`src/rtl/cdb_broadcaster_pkg.sv`:
```
// cdb_broadcaster_pkg
// Shared widths and the buffered result entry for the CDB broadcaster.
//   ROB_IDX_W : width of a reorder-buffer index
//   DATA_W    : width of a result word
//   CDB_LANES : number of common-data-bus lanes driven per cycle
//   ENTRY_W   : width of one buffered {rob_index, result} entry
package cdb_broadcaster_pkg;

  localparam int ROB_IDX_W = 4;
  localparam int DATA_W    = 16;
  localparam int CDB_LANES = 4;
  localparam int ENTRY_W   = ROB_IDX_W + DATA_W;

  typedef struct packed {
    logic [ROB_IDX_W-1:0] rob_index;
    logic [DATA_W-1:0]    result;
  } cdb_entry;

endpackage

```
`src/rtl/cdb_broadcaster_result_fifo.sv`:
```
// result_fifo
// Small per-source FIFO holding completed results until they win a CDB lane.
// Ports:
//   clk, rst_n  : clock, synchronous active-low reset (empties the FIFO)
//   push        : write push_data this cycle (ignored when full)
//   push_data   : {rob_index, result} entry to store
//   pop         : retire the head entry this cycle (caller only pops when non-empty)
//   head        : oldest entry
//   count       : number of stored entries
//   not_full    : FIFO can accept an entry; forced low during reset
module result_fifo
  import cdb_broadcaster_pkg::*;
#(
  parameter int DEPTH = 2
) (
  input  logic                         clk,
  input  logic                         rst_n,
  input  logic                         push,
  input  logic [ENTRY_W-1:0]           push_data,
  input  logic                         pop,
  output logic [ENTRY_W-1:0]           head,
  output logic [$clog2(DEPTH+1)-1:0]   count,
  output logic                         not_full
);

  localparam int AW = (DEPTH > 1) ? $clog2(DEPTH) : 1;
  localparam int CW = $clog2(DEPTH + 1);

  logic [ENTRY_W-1:0] mem_r [DEPTH];
  logic [AW-1:0]      wr_ptr_r;
  logic [AW-1:0]      rd_ptr_r;
  logic [CW-1:0]      count_r;
  logic               not_full_s;
  logic               push_ok_s;

  // Ready is a pure function of occupancy; a same-cycle pop does not free a slot.
  assign not_full_s = rst_n & (count_r < CW'(DEPTH));
  assign push_ok_s  = push & not_full_s;

  // Entry storage; contents need no reset because count gates visibility.
  always_ff @(posedge clk) begin
    if (push_ok_s) begin
      mem_r[wr_ptr_r] <= push_data;
    end
  end

  // Pointers and occupancy; DEPTH is a power of two so pointers wrap naturally.
  always_ff @(posedge clk) begin
    if (!rst_n) begin
      wr_ptr_r <= AW'(0);
      rd_ptr_r <= AW'(0);
      count_r  <= CW'(0);
    end else begin
      if (push_ok_s) begin
        wr_ptr_r <= wr_ptr_r + AW'(1);
      end
      if (pop) begin
        rd_ptr_r <= rd_ptr_r + AW'(1);
      end
      case ({push_ok_s, pop})
        2'b10:   count_r <= count_r + CW'(1);
        2'b01:   count_r <= count_r - CW'(1);
        default: count_r <= count_r;
      endcase
    end
  end

  assign head     = mem_r[rd_ptr_r];
  assign count    = count_r;
  assign not_full = not_full_s;

endmodule

```
`src/rtl/cdb_broadcaster.sv`:
```
// cdb_broadcaster
// Buffers results from NUM_SRC functional units and broadcasts up to four per
// cycle on the CDB, choosing sources round-robin. Lane 0 is the MSB slice.
// Ports:
//   clk, rst_n          : clock, synchronous active-low reset
//   src_valid_flat      : per-source result valid
//   src_rob_index_flat  : per-source ROB index, source s at [4s+3:4s]
//   src_result_flat     : per-source result, source s at [16s+15:16s]
//   src_ready_flat      : per-source FIFO can accept this cycle
//   cdb_valid_flat      : lane k valid at bit (3-k)
//   cdb_rob_index_flat  : lane k ROB index at [4(3-k)+3:4(3-k)]
//   cdb_result_flat     : lane k result at [16(3-k)+15:16(3-k)]
module cdb_broadcaster
  import cdb_broadcaster_pkg::*;
#(
  parameter int NUM_SRC = 6,
  parameter int DEPTH   = 2
) (
  input  logic                            clk,
  input  logic                            rst_n,
  input  logic [NUM_SRC-1:0]              src_valid_flat,
  input  logic [ROB_IDX_W*NUM_SRC-1:0]    src_rob_index_flat,
  input  logic [DATA_W*NUM_SRC-1:0]       src_result_flat,
  output logic [NUM_SRC-1:0]              src_ready_flat,
  output logic [CDB_LANES-1:0]            cdb_valid_flat,
  output logic [ROB_IDX_W*CDB_LANES-1:0]  cdb_rob_index_flat,
  output logic [DATA_W*CDB_LANES-1:0]     cdb_result_flat
);

  localparam int PW = $clog2(NUM_SRC);
  localparam int CW = $clog2(DEPTH + 1);

  cdb_entry                     head_s  [NUM_SRC];
  logic [CW-1:0]                count_s [NUM_SRC];
  logic [NUM_SRC-1:0]           not_full_s;
  logic [NUM_SRC-1:0]           pop_s;
  logic [PW-1:0]                rr_ptr_r;
  logic [PW-1:0]                rr_next_s;
  logic [PW:0]                  scan_sum_s;
  logic [PW-1:0]                scan_idx_s;
  logic [2:0]                   grant_cnt_s;
  logic [CDB_LANES-1:0]         lane_valid_s;
  cdb_entry                     lane_data_s [CDB_LANES];
  logic [CDB_LANES-1:0]         cdb_valid_r;
  logic [ROB_IDX_W*CDB_LANES-1:0] cdb_rob_r;
  logic [DATA_W*CDB_LANES-1:0]  cdb_res_r;

  genvar s;
  generate
    for (s = 0; s < NUM_SRC; s++) begin : g_src
      result_fifo #(.DEPTH(DEPTH)) u_fifo (
        .clk       (clk),
        .rst_n     (rst_n),
        .push      (src_valid_flat[s]),
        .push_data ({src_rob_index_flat[ROB_IDX_W*s +: ROB_IDX_W],
                     src_result_flat[DATA_W*s +: DATA_W]}),
        .pop       (pop_s[s]),
        .head      (head_s[s]),
        .count     (count_s[s]),
        .not_full  (not_full_s[s])
      );
    end
  endgenerate

  assign src_ready_flat = not_full_s;

  // Circular scan from rr_ptr: successive non-empty heads fill lanes 0..3 in order.
  always_comb begin
    pop_s        = {NUM_SRC{1'b0}};
    lane_valid_s = {CDB_LANES{1'b0}};
    rr_next_s    = rr_ptr_r;
    grant_cnt_s  = 3'd0;
    scan_sum_s   = {(PW+1){1'b0}};
    scan_idx_s   = {PW{1'b0}};
    for (int k = 0; k < CDB_LANES; k++) begin
      lane_data_s[k] = '{rob_index: {ROB_IDX_W{1'b0}}, result: {DATA_W{1'b0}}};
    end
    for (int i = 0; i < NUM_SRC; i++) begin
      scan_sum_s = {1'b0, rr_ptr_r} + (PW+1)'(i);
      if (scan_sum_s >= (PW+1)'(NUM_SRC)) begin
        scan_idx_s = PW'(scan_sum_s - (PW+1)'(NUM_SRC));
      end else begin
        scan_idx_s = scan_sum_s[PW-1:0];
      end
      if ((grant_cnt_s < 3'(CDB_LANES)) && (count_s[scan_idx_s] != CW'(0))) begin
        pop_s[scan_idx_s]              = 1'b1;
        lane_valid_s[grant_cnt_s[1:0]] = 1'b1;
        lane_data_s[grant_cnt_s[1:0]]  = head_s[scan_idx_s];
        grant_cnt_s                    = grant_cnt_s + 3'd1;
        // Pointer moves just past the most recent grant, wrapping to source 0.
        if (scan_idx_s == PW'(NUM_SRC - 1)) begin
          rr_next_s = {PW{1'b0}};
        end else begin
          rr_next_s = scan_idx_s + PW'(1);
        end
      end else begin
        grant_cnt_s = grant_cnt_s;
      end
    end
  end

  // Round-robin pointer and CDB output registers; lane k lands in slice (3-k).
  always_ff @(posedge clk) begin
    if (!rst_n) begin
      rr_ptr_r    <= {PW{1'b0}};
      cdb_valid_r <= {CDB_LANES{1'b0}};
      cdb_rob_r   <= {(ROB_IDX_W*CDB_LANES){1'b0}};
      cdb_res_r   <= {(DATA_W*CDB_LANES){1'b0}};
    end else begin
      rr_ptr_r <= rr_next_s;
      for (int k = 0; k < CDB_LANES; k++) begin
        cdb_valid_r[CDB_LANES-1-k]                      <= lane_valid_s[k];
        cdb_rob_r[ROB_IDX_W*(CDB_LANES-1-k) +: ROB_IDX_W] <= lane_data_s[k].rob_index;
        cdb_res_r[DATA_W*(CDB_LANES-1-k) +: DATA_W]       <= lane_data_s[k].result;
      end
    end
  end

  assign cdb_valid_flat     = cdb_valid_r;
  assign cdb_rob_index_flat = cdb_rob_r;
  assign cdb_result_flat    = cdb_res_r;

endmodule

```
`config.mk`:
```
export PLATFORM = sky130hd
export DESIGN_NAME = cdb_broadcaster
export DESIGN_NICKNAME = d
export VERILOG_FILES = /design/src/rtl/cdb_broadcaster_pkg.sv /design/src/rtl/cdb_broadcaster_result_fifo.sv /design/src/rtl/cdb_broadcaster.sv
export SDC_FILE = /design/constraint.sdc
export NUM_CORES = 1
export LEC_CHECK = 0
export CORE_MARGIN = 2
export CORE_UTILIZATION = 40
export DETAILED_ROUTE_END_ITERATION = 8
export HOLD_SLACK_MARGIN = 0.15
export PLACE_DENSITY_LB_ADDON = 0.2
export SYNTH_ARGS = -nofsm -noshare
export SYNTH_HDL_FRONTEND = slang
export SYNTH_SLANG_ARGS = --single-unit
```
`constraint.sdc`:
```
create_clock -name clk -period 10.8 [get_ports clk]
set_input_delay 1.08 -clock clk [delete_from_list [all_inputs] [get_ports clk]]
set_output_delay 1.08 -clock clk [all_outputs]
set_load 0.02 [all_outputs]
```
# --- Word level (Yosys, flattened, before mapping) ---
# Memory sizes are Yosys's and may differ from the RTL's. A register that Yosys moved wholly into a read port is not among the register bits.
# Index checks and enable logic that the tools add are counted.
totals:
  mem_bits_ro: 0
  memories: 6
  latch_bits: 0
  in_bits: 128
  output_inout_bits: 90
  ram_bits: 240
  regBits: 111
op_classes:
  n_eq_ne: 18
  n_div: 0
  addsub: 45
  mux: 144
  n_shift: 0
  order_cmp: 55
  n_reduce_logical: 34
  bitwise_logic: 33
  multipliers: 0
memory_table:
  columns: ["name", "words", "width", "read_ports", "rd_clocked_by_memory_dff", "write_ports", "line", "rtl"]
  rows:
  - ["g_src[0].u_fifo.mem_r", 2, 20, 1, 1, 1, "cdb_broadcaster_result_fifo.sv:29", "logic [ENTRY_W-1:0] mem_r [DEPTH];"]
  - ["g_src[1].u_fifo.mem_r", 2, 20, 1, 1, 1, "cdb_broadcaster_result_fifo.sv:29", null]
  - ["g_src[2].u_fifo.mem_r", 2, 20, 1, 1, 1, "cdb_broadcaster_result_fifo.sv:29", null]
  - ["g_src[3].u_fifo.mem_r", 2, 20, 1, 1, 1, "cdb_broadcaster_result_fifo.sv:29", null]
  - ["g_src[4].u_fifo.mem_r", 2, 20, 1, 1, 1, "cdb_broadcaster_result_fifo.sv:29", null]
  - ["g_src[5].u_fifo.mem_r", 2, 20, 1, 1, 1, "cdb_broadcaster_result_fifo.sv:29", null]
op_table:
  columns: ["op", "count"]
  rows:
  - ["$bwmux W80", 5]
  - ["$mux W80", 5]
  - ["$bmux W20 S3", 6]
  - ["$mux W20", 18]
  - ["$demux W20 S2", 5]
  - ["$mux W3", 22]
  - ["$mux W1", 37]
  - ["$bmux W2 S3", 6]
  - ["$mux W6", 6]
  - ["$add A3 B1 Y3 const B", 10]
  - ["$or A6 B6 Y6", 5]
  - ["$ge A4 B4 Y1 const B", 6]
  - ["$lt A3 B4 Y1 const B", 6]
  - ["$mux W2", 12]
  - ["$not A3 Y4", 6]
  - ["$pmux W2 S2", 6]
  - ["$reduce_bool A2 Y1", 12]
  - ["$logic_and A1 B1 Y1", 21]
  - ["$ge A4 B3 Y1 const B", 5]
  - ["$mux W4", 5]
  - ["$demux W1 S3", 6]
  - ["$eq A3 B3 Y1 const B", 6]
  - ["$ge A3 B1 Y1 const B", 6]
  - ["$ge A3 B3 Y1 const B", 6]
  - ["other kinds (20)", 101]

# --- Logic depth before layout (Yosys ltp) ---
logic_depth:
  ltp_word: 27
  ltp_mapped: 33

# --- By module ---
# A second synthesis with hierarchy kept.
hier_totals:
  hier_cells: 1925
  hier_area_um2: 20649.8
by_module_without_submodules:
  columns: ["mod", "area_per_inst_um2", "cells_per_inst", "n_inst"]
  rows:
  - ["cdb_broadcaster", 10725.3, 1421, 1]
  - ["result_fifo", 1654.1, 84, 6]

# --- Worst setup path before layout ---
# No wires, ideal clock.
synth_path:
  kind: "flip-flop to flip-flop"
  from: "register rr_ptr_r[0]"
  to: "register g_src[0].u_fifo.count_r[1]"
  setup_time_ns: 0.070
  path_slack_ns: 3.231
  arrival_time_ns: 7.499
  stages_incl_launch_ff: 30
  required_time_ns: 10.730
  path_cell_list: "dfxtp_1 buf_2 buf_4 inv_2 buf_1 clkbuf_1 buf_1 ha_1 clkbuf_1 clkbuf_1 a2111oi_0 o21ai_1 nand2_1 clkbuf_1 ha_1 buf_1 or4_1 a211oi_1 or4_1 buf_2 ha_1 nor3_1 a21o_1 ha_1 a211oi_2 a221o_1 mux2_2 ha_1 or3_1 a21oi_1"
synth_via:
  elab_chain_len: 25
synth_rtl:
  columns: ["item", "line", "rtl"]
  rows:
  - ["start, declared", "cdb_broadcaster.sv:37", "logic [PW-1:0] rr_ptr_r;"]
  - ["start signal, assigned", "cdb_broadcaster.sv:105", "rr_ptr_r <= {PW{1'b0}};"]
  - ["start signal, assigned", "cdb_broadcaster.sv:110", "rr_ptr_r <= rr_next_s;"]
  - ["$sub A3 B3 Y3 or $ge A3 B3 Y1 (tied branches)", "cdb_broadcaster.sv:81, cdb_broadcaster.sv:80", null]
  - ["$mux W3", "cdb_broadcaster.sv:80", "if (scan_sum_s >= (PW+1)'(NUM_SRC)) begin"]
  - ["$not A3 Y4 (not written as such)", "cdb_broadcaster.sv:85", "if ((grant_cnt_s < 3'(CDB_LANES)) && (count_s[scan_idx_s] != CW'(0))) begin"]
  - ["$bmux W2 S3", "cdb_broadcaster.sv:85", null]
  - ["$mux W2 (not written as such) (2 in series)", "cdb_broadcaster.sv:85", null]
  - ["$reduce_bool A2 Y1", "cdb_broadcaster.sv:85", null]
  - ["$mux W1", "cdb_broadcaster.sv:85", null]
  - ["$lt A3 B3 Y1", "cdb_broadcaster.sv:85", null]
  - ["[9 not listed]", null, null]
  - ["$logic_and A1 B1 Y1", "cdb_broadcaster.sv:85", null]
  - ["$mux W3", "cdb_broadcaster.sv:85", null]
  - ["$lt A3 B3 Y1", "cdb_broadcaster.sv:85", null]
  - ["$logic_and A1 B1 Y1", "cdb_broadcaster.sv:85", null]
  - ["$mux W6 (*)", "cdb_broadcaster.sv:85", null]
  - ["via g_src[0].u_fifo.pop", "cdb_broadcaster_result_fifo.sv:20", "input logic pop,"]
  - ["$eq A2 B1 Y1 or $eq A2 B2 Y1 (tied branches)", "cdb_broadcaster_result_fifo.sv:60", "case ({push_ok_s, pop})"]
  - ["$pmux W2 S2 or $reduce_bool A2 Y1 (tied branches)", null, null]
  - ["end signal, assigned", "cdb_broadcaster_result_fifo.sv:61", "2'b10: count_r <= count_r + CW'(1);"]
  - ["end signal, assigned", "cdb_broadcaster_result_fifo.sv:62", "2'b01: count_r <= count_r - CW'(1);"]
  - ["end signal, assigned", "cdb_broadcaster_result_fifo.sv:63", "default: count_r <= count_r;"]
  - ["end, declared", "cdb_broadcaster_result_fifo.sv:32", "logic [CW-1:0] count_r;"]
# The timed path passes the listed nets; every way through them passes the cells marked *. The select of a mux whose other input is x is not followed.
# A chain may end at the register's enable or synchronous reset.

# --- Final worst setup path ---
layout_path:
  from: "register rr_ptr_r[0]"
  to: "register cdb_res_r[5], in the netlist cdb_result_flat[5]"
layout_via:
  elab_chain_len: 27
layout_rtl:
  columns: ["item", "line", "rtl"]
  rows:
  - ["$sub A3 B3 Y3 or $ge A3 B3 Y1 (tied branches)", "cdb_broadcaster.sv:81, cdb_broadcaster.sv:80", null]
  - ["$mux W3", "cdb_broadcaster.sv:80", null]
  - ["$not A3 Y4 (not written as such)", "cdb_broadcaster.sv:85", null]
  - ["$bmux W2 S3", "cdb_broadcaster.sv:85", null]
  - ["$mux W2 (not written as such) (2 in series)", "cdb_broadcaster.sv:85", null]
  - ["$reduce_bool A2 Y1", "cdb_broadcaster.sv:85", null]
  - ["$mux W1", "cdb_broadcaster.sv:85", null]
  - ["$lt A3 B3 Y1", "cdb_broadcaster.sv:85", null]
  - ["[10 not listed]", null, null]
  - ["$mux W3", "cdb_broadcaster.sv:85", null]
  - ["$not A2 Y3 (not written as such)", "cdb_broadcaster.sv:88", "lane_data_s[grant_cnt_s[1:0]] = head_s[scan_idx_s];"]
  - ["$ge A3 B3 Y1 (not written as such) or $lt A3 B1 Y1 (tied branches)", "cdb_broadcaster.sv:88", null]
  - ["$logic_and A1 B1 Y1 (not written as such)", "cdb_broadcaster.sv:88", null]
  - ["$mux W20 (not written as such)", "cdb_broadcaster.sv:88", null]
  - ["$demux W20 S2", "cdb_broadcaster.sv:88", null]
  - ["$bwmux W80", "cdb_broadcaster.sv:88", null]
  - ["$mux W80 (*)", "cdb_broadcaster.sv:85", null]
  - ["end signal, assigned", "cdb_broadcaster.sv:108", "cdb_res_r <= {(DATA_W*CDB_LANES){1'b0}};"]
  - ["end signal, assigned by index", "cdb_broadcaster.sv:114", "cdb_res_r[DATA_W*(CDB_LANES-1-k) +: DATA_W] <= lane_data_s[k].result;"]
  - ["end, declared", "cdb_broadcaster.sv:46", "logic [DATA_W*CDB_LANES-1:0] cdb_res_r;"]
# Every way passes the cells marked *; elsewhere a longest branch is shown, timed or not. The select of a mux whose other input is x is not followed.

==> metrics.md <==
| Metric | Value |
|---|---|
| Status | complete, but fails checks |
| Failing checks | DRC |
| CP arrival | 8.95 ns |
| Vias in the first global route | 15.81k |
| Drt first pass iters | 9 |
| PortBufs | 217 |
| Routed length per instance | 25.69 µm |
| Critical path's slowest cell | o31a_1 |
| Share of the yosys chip area belonging to registers | 0.4582 |
| DR vias/cell | 6.097 |
| Syn avg cell area | 10.39 µm² |
| RSZ-0062 raised after global routing | no |
| Post-synth top cells | nor2_1, edfxtp_1, mux2i_1 |
| CP max stage delay | 0.94 ns |
| Critical path type | reg -> reg |
| Final setup viols | 0 |
| # diodes | 0 |
| CP startpoint kind | register |
| Root buffer cell | clkbuf_16 |
| GPL Wtd Cong | 0.8978 |
| Setup tns final | 0 ns |
| Final ANT Viol Nets | 0 |
| Min-Delay Path Class | reg -> reg |
| Max-cap violations | 0 |
| Crit path capture type | register |
| Largest net degree at the start of global routing | 73 |
| Hold buffers post-CTS | 0 |
| # resized after CTS | 0 |
| Total grt overflow | 0 |
| Die extent in x | 232.3 µm |
| H-tree level count | 2 |
| Rows | 83 |
| Ranking of synthesized cells by area | edfxtp_1, dfxtp_1, mux2i_1 |
| Syn Nets | 2156 |
| Syn Inst Count | 2006 |
| Die footprint | 0.05394 mm² |
| Iter 0 DRT Violations | 2429 |
| CP Data Required Time | 11.26 ns |
| Max-slew violation count | 0 |
| Fmax achieved | 0.1179 GHz |
| Worst-Skew Late Latency | 0.58 ns |
| Die Y | 232.3 µm |
| Core footprint | 0.05141 mm² |
| Fin nets | 2265 |
| Post-synth EDFFs | 240 |
| Slew @ Worst Pin | 1.308 ns |
| CTS buffer count | 39 |
| Ys async rst share | 0 |
| DRT Wirelength | 72510 µm |
| Antenna violations before repair | 0 |
| Synth top area share | 0.3458 |
| Initial Util | 0.4054 |
| Setup Skew | 0.03383 ns |
| Max-slew headroom | 0.1280 |
| GRT Util Overall | 0.2636 |
| Post-CTS Setup Repair Bufs | 0 |
| Clock sinks | 357 |
| CTS tree | built |
| DRC viols | 5 |
| Period utilization | 0.7856 |
| Layout filler cell count | 4727 |
| Crit path cell chain | clkinv_2 -> ha_1 -> clkinv_1 -> and3_1 -> nor3_1 -> o21ai_1 -> buf_4 -> nand2_1 -> ha_1 -> inv_1 -> a2111oi_0 -> o31a_1 -> inv_2 -> ha_1 -> a211oi_4 -> nand2_1 -> o211ai_1 -> o211ai_1 -> mux2i_1 |
| Synth Flop Type | edfxtp_1 |
| CP dominant cell by count | ha_1 |
| # IOs | 218 |
| Final hold vios | 0 |
| Worst Path Max Fanout | 60 |
| First-pass GRT wire length | 106200 µm |
| Post-route minimum period | 8.484 ns |
| Longest Clk Path Bufs | 3 |
| Cell Area, Synth | 0.02084 mm² |
| Netlist cell types | 81 |
| Area Overhead vs Synth | 17.78% |
| Fraction of layout cells with a size suffix above 1 | 0.1171 |
| Number of synthesized register bits | 357 |
| Clk pin slew, worst setup/hold paths | 0.06 ns |
| Largest area contributor in the netlist | edfxtp_1 |
| Via count | 17.21k |
| Dpl hpwl | 53810 µm |
| Yosys warnings | 0 |
| Top-count cell post-synth | nor2_1 |
layout make-up:
class	count	area [µm²]	area share
tap	680	850.8	0.03466
sequential	357	9553	0.3892
clock inverter	19	183.9	0.007493
multi-input combinational	1442	10390	0.4232
clock buffer	50	1039	0.04231
timing repair buffer	256	2460	0.1002
inverter	19	72.57	0.002957
metrics by stage:
step | hold slack (ns) | instance area (µm²) | cells | setup slack (ns) | util
floorplan | 0.4516 | 20840 | 2006 | 3.231 | -
global placement | 0.4600 | 23320 | 2754 | 2.557 | 0.4537
global route | 0.5084 | 24540 | 2823 | 1.643 | 0.4775
detailed placement | 0.4646 | 23320 | 2754 | 2.421 | 0.4537
finish | 0.4752 | 24540 | 2823 | 2.316 | 0.4775
CTS | 0.4751 | 24540 | 2823 | 2.380 | 0.4775
critical path: cells and delay by family (launching register included):
kind                     cells  cell delay [ns]
AO/OA/AOI/OAI                6             2.62
adder cells (fa/ha/maj)      3             1.51
buffers and inverters        5             1.13
flip-flops                   1             0.79
multiplexers                 1             0.19
AND/OR/NAND/NOR              4             2.04
flip-flops by register name, summed over array words and instances (netlist names), named ones only:
name,count
g_src.u_fifo.count,12
g_src.u_fifo.mem_r,240
g_src.u_fifo.wr_ptr_r,6
cdb_rob_index_flat,16
g_src.u_fifo.rd_ptr_r,6
cdb_result_flat,64
rr_ptr_r,3
cdb_valid_flat,4
worst paths after layout:
kind	startpoint	endpoint	slack, ns	cells after the start
worst max-delay path	rr_ptr_r[0]$_SDFFE_PN0P_	cdb_result_flat[5]$_SDFF_PN0_	2.32	19
worst min-delay path	g_src[3].u_fifo.rd_ptr_r$_SDFFE_PN0N_	register	0.48	2
worst max register to register	rr_ptr_r[0]$_SDFFE_PN0P_	cdb_result_flat[5]$_SDFF_PN0_	2.32	19
worst min register to register	g_src[3].u_fifo.rd_ptr_r$_SDFFE_PN0N_	register	0.48	2
placed cells by master (no fill, tap or decap), drive strengths merged, types with 7 or more instances in the layout:
cell / n
nor3: 21
a221o: 18
a21oi: 132
nor4: 9
nor2: 265
o22ai: 27
dfxtp: 117
nand2b: 50
and3: 11
a2111oi: 24
clkinv: 13
a211oi: 48
a31oi: 26
nand3: 24
xnor2: 11
o21ai: 59
a31o: 18
mux2: 80
xor2: 15
inv: 18
nand2: 79
nor2b: 7
o211ai: 45
clkdlybuf4s50: 216
or3: 28
edfxtp: 240
mux2i: 227
a222oi: 40
a311oi: 22
a211o: 22
a22oi: 40
ha: 22
clkbuf: 50
buf: 40
cells by family after synthesis:
group	Yosys count	share of synthesized area
AOI/OAI and AO/OA	564	0.2004
and+or+nand+nor	519	0.1146
xor gates and xnor gates	26	0.01093
DFF	357	0.4582
buffers and inverters	207	0.04605
adders and majority gates	22	0.01321
muxes	311	0.1566
per-layer routing:
layer  vias up  track usage  share of wire
li1       7922            -              -
met1      8375       0.4117           0.48
met2       839       0.3630           0.40
met3        77      0.06446          0.096
met4         0      0.05329          0.019
met5         -            0              0
Power is left out: the tool's default activity adds up to more than one toggle a clock period on the data nets, which glitch-free logic cannot reach.
